### src/rtl/sincos_pkg.sv
// Shared constants, encodings and the elaboration-time coefficient builder
// for the quarter-wave piecewise-linear sine/cosine generator.
package sincos_pkg;

   localparam int PHASE_W    = 16;
   localparam int OUT_W      = 16;
   localparam int FRAC_W     = 15;
   localparam int COEF0_W    = 18;
   localparam int COEF1_W    = 12;
   localparam int GUARD      = 2;
   localparam int X_W        = PHASE_W - 2;
   localparam int SLOPE_FRAC = 7;
   localparam int ACC_W      = 32;
   localparam int TAYLOR_Q   = 30;

   localparam longint HALF_PI_Q = 64'sd1686629713;
   localparam longint ONE_Q     = 64'sd1073741824;

   typedef enum logic [1:0] {
      QUAD_0 = 2'd0,
      QUAD_1 = 2'd1,
      QUAD_2 = 2'd2,
      QUAD_3 = 2'd3
   } quadrant_e;

   typedef enum logic {
      FN_COS = 1'b0,
      FN_SIN = 1'b1
   } pwl_fn_e;

   // f(k/2^addr_w) in Q2.30, integer Taylor series so any elaborator can fold it.
   function automatic longint pwl_eval(pwl_fn_e fn, int addr_w, int k);
      longint a, a2, term, sum, div;
      a    = (HALF_PI_Q * longint'(k)) >>> addr_w;
      a2   = (a * a) >>> TAYLOR_Q;
      term = (fn == FN_COS) ? ONE_Q : a;
      sum  = 64'sd0;
      for (int n = 0; n < 12; n++) begin
         sum = sum + term;
         if (fn == FN_COS) div = longint'((2 * n + 1) * (2 * n + 2));
         else              div = longint'((2 * n + 2) * (2 * n + 3));
         term = -(((term * a2) >>> TAYLOR_Q) / div);
      end
      return sum;
   endfunction

   function automatic logic [COEF0_W-1:0] pwl_c0(pwl_fn_e fn, int addr_w, int k);
      int sh;
      sh = TAYLOR_Q - (FRAC_W + GUARD);
      return COEF0_W'((pwl_eval(fn, addr_w, k) + (64'sd1 <<< (sh - 1))) >>> sh);
   endfunction

   // Slope carries SLOPE_FRAC extra fraction bits so its rounding error stays sub-LSB.
   function automatic logic [COEF1_W-1:0] pwl_c1(pwl_fn_e fn, int addr_w, int k);
      int     sh;
      longint d;
      sh = TAYLOR_Q - (FRAC_W + GUARD + SLOPE_FRAC) + (X_W - addr_w);
      d  = pwl_eval(fn, addr_w, k + 1) - pwl_eval(fn, addr_w, k);
      return COEF1_W'((d + (64'sd1 <<< (sh - 1))) >>> sh);
   endfunction

   function automatic logic [OUT_W-1:0] q15_pos(logic [FRAC_W-1:0] m);
      return {1'b0, m};
   endfunction

   function automatic logic [OUT_W-1:0] q15_neg(logic [FRAC_W-1:0] m);
      return 16'd0 - {1'b0, m};
   endfunction

endpackage

### src/rtl/sincos_quarter_pwl.sv
// Combinational quarter-wave piecewise-linear evaluator: ROM lookup,
// multiply-add at full width, then round and clamp to a non-negative Q1.15.
module quarter_pwl
   import sincos_pkg::*;
#(
   parameter int      ADDR_W = 7,
   parameter pwl_fn_e FN     = FN_COS
) (
   input  logic [X_W-1:0]    x,
   input  logic [FRAC_W-1:0] y_unused_guard,
   output logic [FRAC_W-1:0] y
);

   localparam int N_SEG = 1 << ADDR_W;
   localparam int R_W   = X_W - ADDR_W;
   localparam int SH    = SLOPE_FRAC + GUARD;

   logic [COEF0_W-1:0] c0_rom [N_SEG];
   logic [COEF1_W-1:0] c1_rom [N_SEG];

   for (genvar g = 0; g < N_SEG; g++) begin : g_rom
      assign c0_rom[g] = pwl_c0(FN, ADDR_W, g);
      assign c1_rom[g] = pwl_c1(FN, ADDR_W, g);
   end

   logic [ADDR_W-1:0]  k_s;
   logic [R_W-1:0]     r_s;
   logic [COEF0_W-1:0] c0_s;
   logic [COEF1_W-1:0] c1_s;
   logic [ACC_W-1:0]   base_s;
   logic [ACC_W-1:0]   prod_s;
   logic [ACC_W-1:0]   sum_s;
   logic [ACC_W-1:0]   shifted_s;

   assign k_s = x[X_W-1 -: ADDR_W];
   assign r_s = x[R_W-1:0];

   // Segment evaluation; a negative sum (cosine tail) clamps to zero.
   always_comb begin
      c0_s      = c0_rom[k_s];
      c1_s      = c1_rom[k_s];
      base_s    = {{(ACC_W - COEF0_W){1'b0}}, c0_s} << SLOPE_FRAC;
      prod_s    = {{(ACC_W - COEF1_W){c1_s[COEF1_W-1]}}, c1_s}
                * {{(ACC_W - R_W){1'b0}}, r_s};
      sum_s     = base_s + prod_s + (32'd1 << (SH - 1));
      shifted_s = sum_s >> SH;
      if (sum_s[ACC_W-1]) begin
         y = 15'd0;
      end else if (shifted_s > 32'd32767) begin
         y = 15'h7FFF;
      end else begin
         y = shifted_s[FRAC_W-1:0];
      end
   end

endmodule

### src/rtl/sincos.sv
// Box-Muller sin/cos stage: quadrant split, two quarter-wave PWL tables,
// quadrant mux with negation, and a single output register.
module sincos
   import sincos_pkg::*;
#(
   parameter int B_x_g_aa = 7,
   parameter int B_x_g_ba = 7
) (
   input  logic                clk,
   input  logic                rst,
   input  logic [PHASE_W-1:0]  sincos_in,
   output logic [OUT_W-1:0]    sincos_out1,
   output logic [OUT_W-1:0]    sincos_out2
);

   quadrant_e          quad_s;
   logic [X_W-1:0]     x_s;
   logic [FRAC_W-1:0]  cos_mag_s;
   logic [FRAC_W-1:0]  sin_mag_s;
   logic [OUT_W-1:0]   sin_s;
   logic [OUT_W-1:0]   cos_s;
   logic [OUT_W-1:0]   out1_r;
   logic [OUT_W-1:0]   out2_r;

   assign quad_s = quadrant_e'(sincos_in[PHASE_W-1 -: 2]);
   assign x_s    = sincos_in[X_W-1:0];

   quarter_pwl #(.ADDR_W(B_x_g_aa), .FN(FN_COS)) u_cos (
      .x              (x_s),
      .y_unused_guard (15'd0),
      .y              (cos_mag_s)
   );

   quarter_pwl #(.ADDR_W(B_x_g_ba), .FN(FN_SIN)) u_sin (
      .x              (x_s),
      .y_unused_guard (15'd0),
      .y              (sin_mag_s)
   );

   // Quadrant symmetry: A = cos table, B = sin table.
   always_comb begin
      sin_s = 16'd0;
      cos_s = 16'd0;
      case (quad_s)
         QUAD_0: begin sin_s = q15_pos(sin_mag_s); cos_s = q15_pos(cos_mag_s); end
         QUAD_1: begin sin_s = q15_pos(cos_mag_s); cos_s = q15_neg(sin_mag_s); end
         QUAD_2: begin sin_s = q15_neg(sin_mag_s); cos_s = q15_neg(cos_mag_s); end
         QUAD_3: begin sin_s = q15_neg(cos_mag_s); cos_s = q15_pos(sin_mag_s); end
         default: begin sin_s = 16'd0; cos_s = 16'd0; end
      endcase
   end

   // Output register; reset clears both results asynchronously.
   always_ff @(posedge clk or posedge rst) begin
      if (rst) begin
         out1_r <= 16'd0;
         out2_r <= 16'd0;
      end else begin
         out1_r <= sin_s;
         out2_r <= cos_s;
      end
   end

   assign sincos_out1 = out1_r;
   assign sincos_out2 = out2_r;

endmodule

### config.mk
export PLATFORM = sky130hd
export DESIGN_NAME = sincos
export DESIGN_NICKNAME = d
export VERILOG_FILES = /design/src/rtl/sincos_pkg.sv /design/src/rtl/sincos_quarter_pwl.sv /design/src/rtl/sincos.sv
export SDC_FILE = /design/constraint.sdc
export NUM_CORES = 1
export LEC_CHECK = 0
export CORE_MARGIN = 10
export CORE_UTILIZATION = 50
export CTS_BUF_LIST = sky130_fd_sc_hd__clkbuf_4
export CTS_CLUSTER_SIZE = 40
export DETAILED_ROUTE_END_ITERATION = 7
export PLACE_DENSITY_LB_ADDON = 0.2
export REMOVE_ABC_BUFFERS = 1
export SYNTH_ARGS = -nofsm -noshare
export SYNTH_HDL_FRONTEND = slang
export SYNTH_HIERARCHICAL = 1
export SYNTH_SLANG_ARGS = --single-unit
### constraint.sdc
create_clock -name clk -period 1.5 [get_ports clk]
set_input_delay 0.3 -clock clk [delete_from_list [all_inputs] [get_ports clk]]
set_output_delay 0.3 -clock clk [all_outputs]
set_load 0.01 [all_outputs]
==> impl_metrics.toml <==
[timing]
fmax_mhz = 119
fin_crit_ns = 8.38
period_share = 5.59
hold_viol = 0
finalSetupViolCount = 32
tightest_slew_ns = 0.743
relSlewSlack = 0.492
rsz0062_at_grt = "true"
setup_tns_ns = -214.48
drv_slew = 0
timing.final.ws_setup_ns = -6.88

[run]
cap_violations = 0

[global_routing]
grt_pass1_wl_um = 127000
grt_usage = 0.361
grt-ovfl-total = 0
antenna_found_initial = 3
grt_pass1_vias = 22786
grt_max_degree = 97

[route]
vias_per_cell = 6.44
drtAntennaViolNets = 0
vias = 22938
drt_iter0_drc = 2798
drc = 0
first_pass_iters = 6
drt-total-wl_um = 85300
routedWlPerCell_um = 24.0

[cells_and_area]
multi_input_area_mm2 = 0.0165
seqCellArea_um2 = 801
area_growth_pct = 43.6
drive_above_1_share = 0.337
n_fill_cell = 2664
fin_nets = 3447

[setup_path]
cp_common_cell = "fa_1"
cp_max_fo = 5
crit_type = "in -> reg"
crit_path_end_kind = "flip-flop"
crit_arrival_ns = 8.61
required_ns = 1.72
max_stage_delay_ns = 0.60
critical_path_buf_inv_count = 10
path_delay_family = "adder cells"
crit_slowest_cell = "or4_4"
start_kind = "input pin"

[floorplanning]
initial_core_util = 0.503
dieArea_mm2 = 0.0436
die_h_um = 209
core_area_mm2 = 0.0354
rows = 69
die_w_um = 209
io_pins = 50

[status]
status = "finished, violations left"
violations = "negative setup slack"

[clock_tree]
cts_made_buffers = 5
cts_hold_buf = 0
cts_tree = "done"
cts_max_path_buffers = 2
clk_pin_slew_worst_paths_ns = 0.11
clkSinkCount = 32
htree_levels = 2
clock-root-buffer = "clkbuf_4"

[synthesis]
avgSynthCellArea_um2 = 7.25
synth_area_mm2 = 0.0178
ys_warn_count = 6
netlist_instances = 2456

[worst_hold_path]
hold_class = "in -> async"

[place]
hpwl_um = 63200
port_buffers = 49
routabilityCongestion = 1.08
## tightest hold or removal path, cell delays in order
cell and delay [ns]:
clkdlybuf4s50_1 0.39, inv_1 0.05, buf_4 0.35
## registers in the layout, indices dropped and copies added (netlist names)
register and cells:
sincos_out1 16, sincos_out2 16
## cell type report
type / instances / share of cell area
Antenna cell: 4 / 0.000391
Clock buffer: 5 / 0.00147
Clock inverter: 3 / 0.00166
Inverter: 228 / 0.0347
Multi-Input combinational cell: 2006 / 0.646
Sequential cell: 32 / 0.0313
Tap cell: 461 / 0.0225
Timing Repair Buffer: 822 / 0.262
## repair_timing
action	4_1_cts	5_1_grt
resized for setup	306	84
pin swaps	105	66
setup endpoints to repair	64	32
setup buffers	46	22
gates cloned	3	0
## worst paths after layout
check | from | end | slack (ns) | depth (start not counted)
worst max-delay path | sincos_in[7] | sincos_out1[14]$_DFF_PP0_ | -6.88 | 36
worst min-delay path | rst | sincos_out2[9]$_DFF_PP0_ | 0.32 | 3
max in group asynchronous | rst | sincos_out2[7]$_DFF_PP0_ | 0.88 | 3
min in group clk | sincos_in[14] | sincos_out2[10]$_DFF_PP0_ | 0.78 | 3
## layout by cell type (no fill, tap or decap), types with 19 or more instances in the layout
cell and count:
buf_4 713, xnor2_1 25, dfrtp_1 32, o21a_1 21, dlygate4sd2_1 32, ha_1 147, nor3_1 51, a21oi_2 19
and2_1 73, nand2b_1 39, fa_1 156, buf_6 40, nor2b_1 29, inv_1 210, a31oi_1 44, o21ai_0 163
nor2_1 189, nand3_1 47, o211ai_1 37, a21oi_1 180, nand2_1 242, a211oi_1 43, buf_12 22, o21ai_1 30
## per-layer routing
metal	vias to the layer above	GRT usage	share of wire
li1	9936	-	-
met1	10871	0.437	0.37
met2	1670	0.577	0.45
met3	461	0.0893	0.11
met4	0	0.200	0.071
met5	-	0	0
## stage by stage
stage / instances / utilization / worst slack [ns] / instance area (um2) / hold slack, ns
5_1_grt: 3559 / 0.723 / -7.02 / 25600 / 0.367
3_5_place_dp: 3484 / 0.665 / -7.93 / 23500 / 0.711
4_1_cts: 3538 / 0.707 / -6.28 / 25000 / 0.330
3_3_place_gp: 3484 / 0.665 / -7.50 / 23500 / 0.697
2_1_floorplan: 2264 / - / -6.95 / 16900 / 0.382
6_report: 3561 / 0.723 / -6.88 / 25600 / 0.320
Power is not shown: default switching activity piles up to over one toggle a cycle in this logic, so the estimate is an artifact.
